### src/rtl/uart_pkg.sv
// rtl/uart_pkg.sv - shared byte width, arbiter state encoding and ASCII constants for the UART transmit path
package uart_pkg;

    localparam int UART_DATA_W = 8;

    localparam logic [7:0] CR = 8'h0D;
    localparam logic [7:0] LF = 8'h0A;

    typedef enum logic [1:0] {
        IDLE     = 2'd0,
        WAIT_RDY = 2'd1,
        SEND     = 2'd2,
        HOLD     = 2'd3
    } arb_state_e;

    function automatic int wrap_inc(input int idx, input int n);
        return (idx + 1 >= n) ? 0 : idx + 1;
    endfunction

endpackage

### src/rtl/rr_pick.sv
// rtl/rr_pick.sv - combinational round-robin pick: first set request at or after ptr_i, cyclically
module rr_pick #(
    parameter int N_REQ = 2,
    parameter int IDX_W = 1
) (
    input  logic [N_REQ-1:0] req_i,
    input  logic [IDX_W-1:0] ptr_i,
    output logic [N_REQ-1:0] win_o,
    output logic [IDX_W-1:0] idx_o
);

    logic [N_REQ-1:0] rot;
    int               sum;

    // Rotate so bit 0 is the requester at ptr_i; scanning downwards leaves the nearest hit last.
    always_comb begin
        rot   = N_REQ'({req_i, req_i} >> ptr_i);
        win_o = '0;
        idx_o = '0;
        sum   = 0;
        for (int k = N_REQ - 1; k >= 0; k--) begin
            if (rot[k]) begin
                sum = int'(ptr_i) + k;
                if (sum >= N_REQ) begin
                    sum = sum - N_REQ;
                end
                idx_o = IDX_W'(sum);
                win_o = N_REQ'(1) << sum;
            end
        end
    end

endmodule

### src/rtl/uart_tx_arb.sv
// rtl/uart_tx_arb.sv - per-packet round-robin arbiter sharing one UART transmitter
// Optional WAIT_RDY watchdog built when UART_TX_ARB_TIMEOUT_EN is defined.
module uart_tx_arb
    import uart_pkg::*;
#(
    parameter int N_REQ       = 2,
    parameter int DATA_W      = UART_DATA_W,
    parameter int TIMEOUT_CYC = 1000000
) (
    input  logic                    clk,
    input  logic                    rst,
    input  logic [N_REQ-1:0]        req,
    input  logic [N_REQ*DATA_W-1:0] req_data,
    input  logic [N_REQ-1:0]        req_last,
    output logic [N_REQ-1:0]        req_ack,
    output logic [N_REQ-1:0]        grant,
    input  logic                    tx_rdy,
    output logic                    tx_en,
    output logic [DATA_W-1:0]       tx_data,
    output logic                    busy,
    output logic                    err
);

    localparam int IDX_W = (N_REQ > 1) ? $clog2(N_REQ) : 1;

    arb_state_e         state_q, state_d;
    logic [N_REQ-1:0]   grant_q, grant_d;
    logic [N_REQ-1:0]   ack_q, ack_d;
    logic [IDX_W-1:0]   gidx_q, gidx_d;
    logic [IDX_W-1:0]   rr_ptr_q, rr_ptr_d;
    logic               last_q, last_d;
    logic               tx_en_q, tx_en_d;
    logic [DATA_W-1:0]  tx_data_q, tx_data_d;
    logic               release_pkt;
    logic [N_REQ-1:0]   pick_win;
    logic [IDX_W-1:0]   pick_idx;
    logic [IDX_W-1:0]   ptr_next;

    rr_pick #(
        .N_REQ (N_REQ),
        .IDX_W (IDX_W)
    ) u_pick (
        .req_i (req),
        .ptr_i (rr_ptr_q),
        .win_o (pick_win),
        .idx_o (pick_idx)
    );

    // The finished owner moves to the back of the queue.
    assign ptr_next = IDX_W'(wrap_inc(int'(gidx_q), N_REQ));

`ifdef UART_TX_ARB_TIMEOUT_EN
    localparam logic [26:0] WD_MAX = '1;
    localparam logic [26:0] WD_LIM = 27'(TIMEOUT_CYC - 1);

    logic [26:0] wd_cnt_q;
    logic        wd_hit;
    logic        err_q, err_d;

    assign wd_hit = (wd_cnt_q >= WD_LIM);
    assign err    = err_q;

    // Held at zero outside WAIT_RDY, so every entry starts a fresh count.
    always_ff @(posedge clk or posedge rst) begin
        if (rst) begin
            wd_cnt_q <= '0;
            err_q    <= 1'b0;
        end else begin
            err_q <= err_d;
            if (state_q != WAIT_RDY) begin
                wd_cnt_q <= '0;
            end else if (wd_cnt_q != WD_MAX) begin
                wd_cnt_q <= wd_cnt_q + 27'd1;
            end
        end
    end
`else
    logic [31:0] unused_timeout;
    assign unused_timeout = TIMEOUT_CYC;
    assign err            = 1'b0;
`endif

    always_comb begin
        state_d     = state_q;
        grant_d     = grant_q;
        gidx_d      = gidx_q;
        rr_ptr_d    = rr_ptr_q;
        last_d      = last_q;
        tx_data_d   = tx_data_q;
        tx_en_d     = 1'b0;
        ack_d       = '0;
        release_pkt = 1'b0;
`ifdef UART_TX_ARB_TIMEOUT_EN
        err_d       = 1'b0;
`endif
        case (state_q)
            IDLE: begin
                if (|req) begin
                    grant_d = pick_win;
                    gidx_d  = pick_idx;
                    state_d = WAIT_RDY;
                end
            end
            WAIT_RDY: begin
                if (!req[gidx_q]) begin
                    release_pkt = 1'b1;
                end else if (tx_rdy) begin
                    tx_en_d   = 1'b1;
                    ack_d     = grant_q;
                    tx_data_d = req_data[int'(gidx_q)*DATA_W +: DATA_W];
                    state_d   = SEND;
                end
`ifdef UART_TX_ARB_TIMEOUT_EN
                else if (wd_hit) begin
                    release_pkt = 1'b1;
                    err_d       = 1'b1;
                end
`endif
            end
            SEND: begin
                last_d  = req_last[gidx_q];
                state_d = HOLD;
            end
            HOLD: begin
                if (last_q) begin
                    release_pkt = 1'b1;
                end else begin
                    state_d = WAIT_RDY;
                end
            end
            default: state_d = IDLE;
        endcase
        if (release_pkt) begin
            grant_d  = '0;
            rr_ptr_d = ptr_next;
            state_d  = IDLE;
        end
    end

    always_ff @(posedge clk or posedge rst) begin
        if (rst) begin
            state_q   <= IDLE;
            grant_q   <= '0;
            ack_q     <= '0;
            gidx_q    <= '0;
            rr_ptr_q  <= '0;
            last_q    <= 1'b0;
            tx_en_q   <= 1'b0;
            tx_data_q <= '0;
        end else begin
            state_q   <= state_d;
            grant_q   <= grant_d;
            ack_q     <= ack_d;
            gidx_q    <= gidx_d;
            rr_ptr_q  <= rr_ptr_d;
            last_q    <= last_d;
            tx_en_q   <= tx_en_d;
            tx_data_q <= tx_data_d;
        end
    end

    assign grant   = grant_q;
    assign req_ack = ack_q;
    assign tx_en   = tx_en_q;
    assign tx_data = tx_data_q;
    assign busy    = (state_q != IDLE);

endmodule
### config.mk
export PLATFORM = sky130hd
export DESIGN_NAME = uart_tx_arb
export DESIGN_NICKNAME = d
export VERILOG_FILES = /design/src/rtl/uart_pkg.sv /design/src/rtl/rr_pick.sv /design/src/rtl/uart_tx_arb.sv
export SDC_FILE = /design/constraint.sdc
export NUM_CORES = 1
export LEC_CHECK = 0
export CORE_MARGIN = 8
export CORE_UTILIZATION = 38
export CTS_CLUSTER_DIAMETER = 200
export CTS_CLUSTER_SIZE = 8
export DETAILED_ROUTE_END_ITERATION = 12
export PLACE_DENSITY = 0.74
export RECOVER_POWER = 25
export SLEW_MARGIN = 10
export SYNTH_ARGS = -nofsm -noshare
export SYNTH_HDL_FRONTEND = slang
export SYNTH_HIERARCHICAL = 1
export SYNTH_SLANG_ARGS = --single-unit
### constraint.sdc
create_clock -name clk -period 1.6 [get_ports clk]
set_clock_uncertainty 0.1 [all_clocks]
set_input_delay 0.16 -clock clk [delete_from_list [all_inputs] [get_ports clk]]
set_output_delay 0.16 -clock clk [all_outputs]
set_load 0.01 [all_outputs]
Word-level counts from Yosys, hierarchy flattened
Index checks and enable logic that the tools add are counted.
- add/sub/neg operators: 4
- $lt $le $gt $ge: 4
- equality and inequality tests: 7
- shift operators: 4
- muxes and demuxes: 31
- reduce and logical (&&, ||, !) cells: 9
- operators with widths (cell ; count):
    32-bit 2-to-1 mux ; 4
    1-bit by 32-bit << shifter with 2-bit output (first input constant) ; 2
    32-bit by 3-bit >= comparator with 1-bit output (second input constant) ; 1
    32-bit by 3-bit subtractor with 32-bit output (second input constant) ; 1
    2-bit 2-to-1 mux ; 13
    16-bit by 5-bit variable part select with 8-bit output ; 1
    1-bit 2-to-1 mux ; 12
    3-bit != test (second input constant) ; 4
    2-bit case mux with 4 select lines ; 1
    2-bit nonzero test ; 3
    1-bit by 1-bit adder with 2-bit output (second input constant) ; 2
    2-bit == test (second input constant) ; 2
    2-bit AND reduction ; 2
    4-bit AND reduction ; 1
    4-bit by 1-bit >> shifter with 2-bit output ; 1
    3-bit AND reduction ; 1
    1-bit by 2-bit subtractor with 3-bit output (second input constant) ; 1
    2-bit by 1-bit == test with 1-bit output (second input constant) ; 1
    1-bit by 2-bit >= comparator with 1-bit output (second input constant) ; 1
    2-bit >= comparator (second input constant) ; 1
    2-bit logical NOT ; 1
    1-bit by 2-bit < comparator with 1-bit output (second input constant) ; 1
    1-bit case mux with 2 select lines ; 1
    2-bit OR reduction ; 1
- flip-flop bits (word level): 18
- output and inout port bits: 15
- logic and storage cells: 67

Longest topological paths before layout
- depth after elaboration: 10
- gate-level depth with buffers: 7

By module
Netlist, hierarchy kept.
- by module, submodules not included (module ; instances ; cells an instance ; area an instance (um^2) ; seq. area each (um^2)):
    uart_tx_arb ; 1 ; 85 ; 948.4 ; 450.4
    rr_pick ; 1 ; 4 ; 26.3 ; 0.0

Worst setup path before layout
No wires, ideal clock.
- path kind: flip-flop to flip-flop
- from: register state_q[1]
- to: register state_q[0]
- arrival: 1.300 ns
- data required time: 1.372 ns
- setup slack: 0.072 ns
- cell stages (with the launch flop): 7
- path buffers: 0
- path through: dfrtp_1 inv_1 ha_1 a21oi_1 nand3_1 nand2_1 mux2_1
- cells in the longest elaborated chain, start to end: 4
- ends and longest elaborated chain (item ; line ; RTL):
    start, declared ; uart_tx_arb.sv:26 ; arb_state_e state_q, state_d;
    start signal, assigned ; uart_tx_arb.sv:151 ; state_q <= state_d;
    2-bit == test or 2-bit by 1-bit == test with 1-bit output (tied branches) ; uart_tx_arb.sv:96 ; case (state_q)
    1-bit case mux with 2 select lines ; uart_tx_arb.sv:96 ;
    3-bit != test (no line) ; - ;
    4-bit AND reduction (no line) ; - ;
Several ways; a longest one is shown, not always the timed one.
A chain may end at the register's enable or synchronous reset.

Worst setup path after layout
Same ends and word-level chain as after synthesis.

==> results.md <==
* Worst Path Class, Setup: reg2reg
* Leakage power at 0.000654 uW
* Post-Syn Instances at around 90
* Initial antenna violation count at 0
* Port bufs at 36
* Nets at between 150 and 200
* Largest vdd supply drop at around 0.0011 V
* Summed area of non-filler cells in the final layout at between 1500 and 2000 um2
* Number of top-level design ports at 38
* Vias in the first global route at between 800 and 900
* Critical path data required time at approximately 1.7 ns
* Die W at between 60 and 70 um
* Sum of routed wire length over all layers at roughly 2.4 mm
* Number of synthesized flops with an enable pin at 0
* Main synth FF type: dfrtp_1
* First-pass iteration count of the detailed router at 4
* Weighted congestion at the end of routability-driven global placement at roughly 0.74
* Slew @ Worst Pin at 0.951 ns
* Status: finished clean
* Number of distinct library cell variants in the gate-level netlist after synthesis at 27
* Synth Cell Area at just under 1000 um2
* Most numerous cell types in the synthesized netlist: dfrtp_1, nor2_1, mux2i_1
* Biggest area contributors in the synthesized netlist: dfrtp_1, mux2i_1, a21oi_2
* Core Footprint at roughly 2500 um2
* Number of clock sinks seen by CTS at 18
* Category of cells accounting for the largest share of critical-path delay: flip-flops
* DR vias/cell at 4.89
* Chain of cells forming the critical path: buf_4 -> ha_4 -> a21oi_2 -> nand3_1 -> nand2_2 -> mux2_4
* Antenna Violating Nets Remaining at 0
* Register area share after synthesis at 46.2%
* Worst-skew pair later-pin latency at just under 0.3 ns
* Hold/Removal Path Class: in2reg
* Avg WL per Cell at between 10 and 15 um
* RSZ-0062 raised after global routing: true
* Slew Limit Fails at 0
* Area growth syn-to-layout at 55.8%
* Initial standard-cell utilization of the core at between 30% and 40%
* Most common cell in the synthesized netlist: dfrtp_1
* Mean Syn Cell Area at about 11 um2
* Cell chosen for the clock root: clkbuf_4
* Worst Setup Slack, final at a little under 0.008 ns
* Crit. End Element: flop
* Power Total at roughly 2600 uW
* Die area at between 4000 and 5000 um2
* Finished Core Util at roughly three fifths
* Power Dens Cells at 1720 nW/um2
* Row cnt at 18
* Overall overflow remaining after global route at 0
* Final critical delay including setup and external delays at 1.59 ns
* Top fanout value on the critical path at 3
* Final Hold Vio Count at 0
* CTS H-tree lvls at 1
* Clock edge transition at the registers on the reported setup and hold paths at 0.10 ns
* Number of hold buffers added after CTS at 0
* All-Layer GR Usage at roughly 11%
* Antenna fix cells at 0
* Achievable frequency at between 0.6 and 0.7 GHz
* Net Count, Synth at between 100 and 150
* First-pass GRT wire length at 3.83 mm
* Max capacitance violation total at 0
* Post-placement cell area at approximately 1400 um2
* Maximum number of pins on one net before global-route repair at 20
* Crit-path slowest cell: dfrtp_1
* Biggest area consumer among synthesized cells: dfrtp_1
* DRC viols at 0
* Clock buffers created by TritonCTS at 3
* Max Buffers Root-to-Sink at 2
* Flops & latches, synth at 18
* Initial drt markers at 23
* Share of the synthesized area in the top cell type at 46.2%
* Final setup violation count at 0
* TritonCTS clock tree: built
* Headroom to the max-slew limit at between 30% and 40%
* Pre-CTS worst setup slack at -0.135 ns
* Sum of net half-perimeters after detailed placement at around 1.9 mm
* Fraction of final layout cells with drive strength greater than 1 at around a quarter
* Max incr delay on CP at between 0.4 and 0.5 ns
* Arrival time at the worst endpoint at approximately 1.7 ns
* Vias after detailed routing at between 800 and 900
* Async set or reset register ratio after synthesis at 100%
* CP Buf/Inv Count at 1
* Vertical die dimension at ~67 um
* Warnings, synthesis at 6
* Ratio of final minimum period to clock period at 99.5%
* Startpoint kind of the worst setup timing path: flop
[report_power, final]
group          internal (uW)  switching [uW]
Combinational            856             682
Sequential               651             141
Clock                    138             137
Total                   1650             960
[cells by family after synthesis]
family          after synthesis  synth area share (%)
flops                        18                  46.2
compound gates               24                  19.5
mux                          12                  13.1
simple gates                 18                  8.22
other cells                   1                 0.385
buf+inv                      12                  7.44
fa+ha+maj                     4                  5.13
[layer usage]
layer / track usage (%) / part of all wire (%) / up-vias
li1: - / - / 403
met1: 11.3 / 40 / 385
met2: 21.3 / 54 / 24
met3: 1.17 / 4.1 / 4
met4: 4.53 / 1.4 / 0
met5: 0 / 0 / -
[worst reg2reg max path: stages (launching register included)]
cell,delay [ns]
dfrtp_1,0.41
buf_4,0.16
ha_4,0.17
a21oi_2,0.16
nand3_1,0.10
nand2_2,0.10
mux2_4,0.30
[final timing paths]
check	startpoint	end	slack (ns)	cells after the start
max in group asynchronous	rst	tx_data[0]$_DFFE_PP0P_	0.34	3
min reg2reg	tx_data[6]$_DFFE_PP0P_	tx_data[6]$_DFFE_PP0P_	0.43	2
max	state_q[1]$_DFFE_PP0P_	state_q[0]$_DFFE_PP0P_	0.008	6
max reg2reg	state_q[1]$_DFFE_PP0P_	state_q[0]$_DFFE_PP0P_	0.008	6
min in group asynchronous	rst	req_ack[0]$_DFF_PP0_	0.48	3
min	req_last[0]	last_q$_DFFE_PP0N_	0.40	3
[area by class of cell]
type / instances / area [um2]
Fill cell: 223 / 936
Multi-Input combinational cell: 59 / 495
Timing Repair Buffer: 50 / 477
Sequential cell: 18 / 450
Tap cell: 30 / 37.5
Clock buffer: 4 / 36.3
Inverter: 6 / 22.5
[per-stage QoR]
| step | cells | hold WS [ns] | setup TNS, ns |
|---|---|---|---|
| after detailed placement | 159 | 0.409 | -1.27 |
| after floorplan | 89 | -0.00143 | 0 |
| after global placement | 159 | 0.394 | -0.911 |
| final | 167 | 0.400 | 0 |
| after CTS | 165 | 0.0836 | 0 |
| after global routing | 167 | 0.425 | -0.0484 |
[state kept, by name, summed over array words and instances (netlist names)]
name,count
gidx_q,1
req_ack,2
rr_ptr_q,1
state_q,2
grant,2
last_q,1
tx_data,8
tx_en,1
[cells in the final DEF, fill, tap and decap left out, types with 3 or more instances in the layout]
cell,instances
mux2i_1,9
clkbuf_4,3
clkdlybuf4s50_1,34
buf_4,11
o21ai_1,3
dfrtp_1,18
a21oi_2,10
nor2_1,10
inv_1,6
[repair_timing]
action                                  CTS  global route
endpoints found under the setup margin    2             1
pin swaps                                 1             4
cloned                                    0             0
setup buffers                             2             2
resized for setup                         5             6
(Power assumes the default switching activity.)
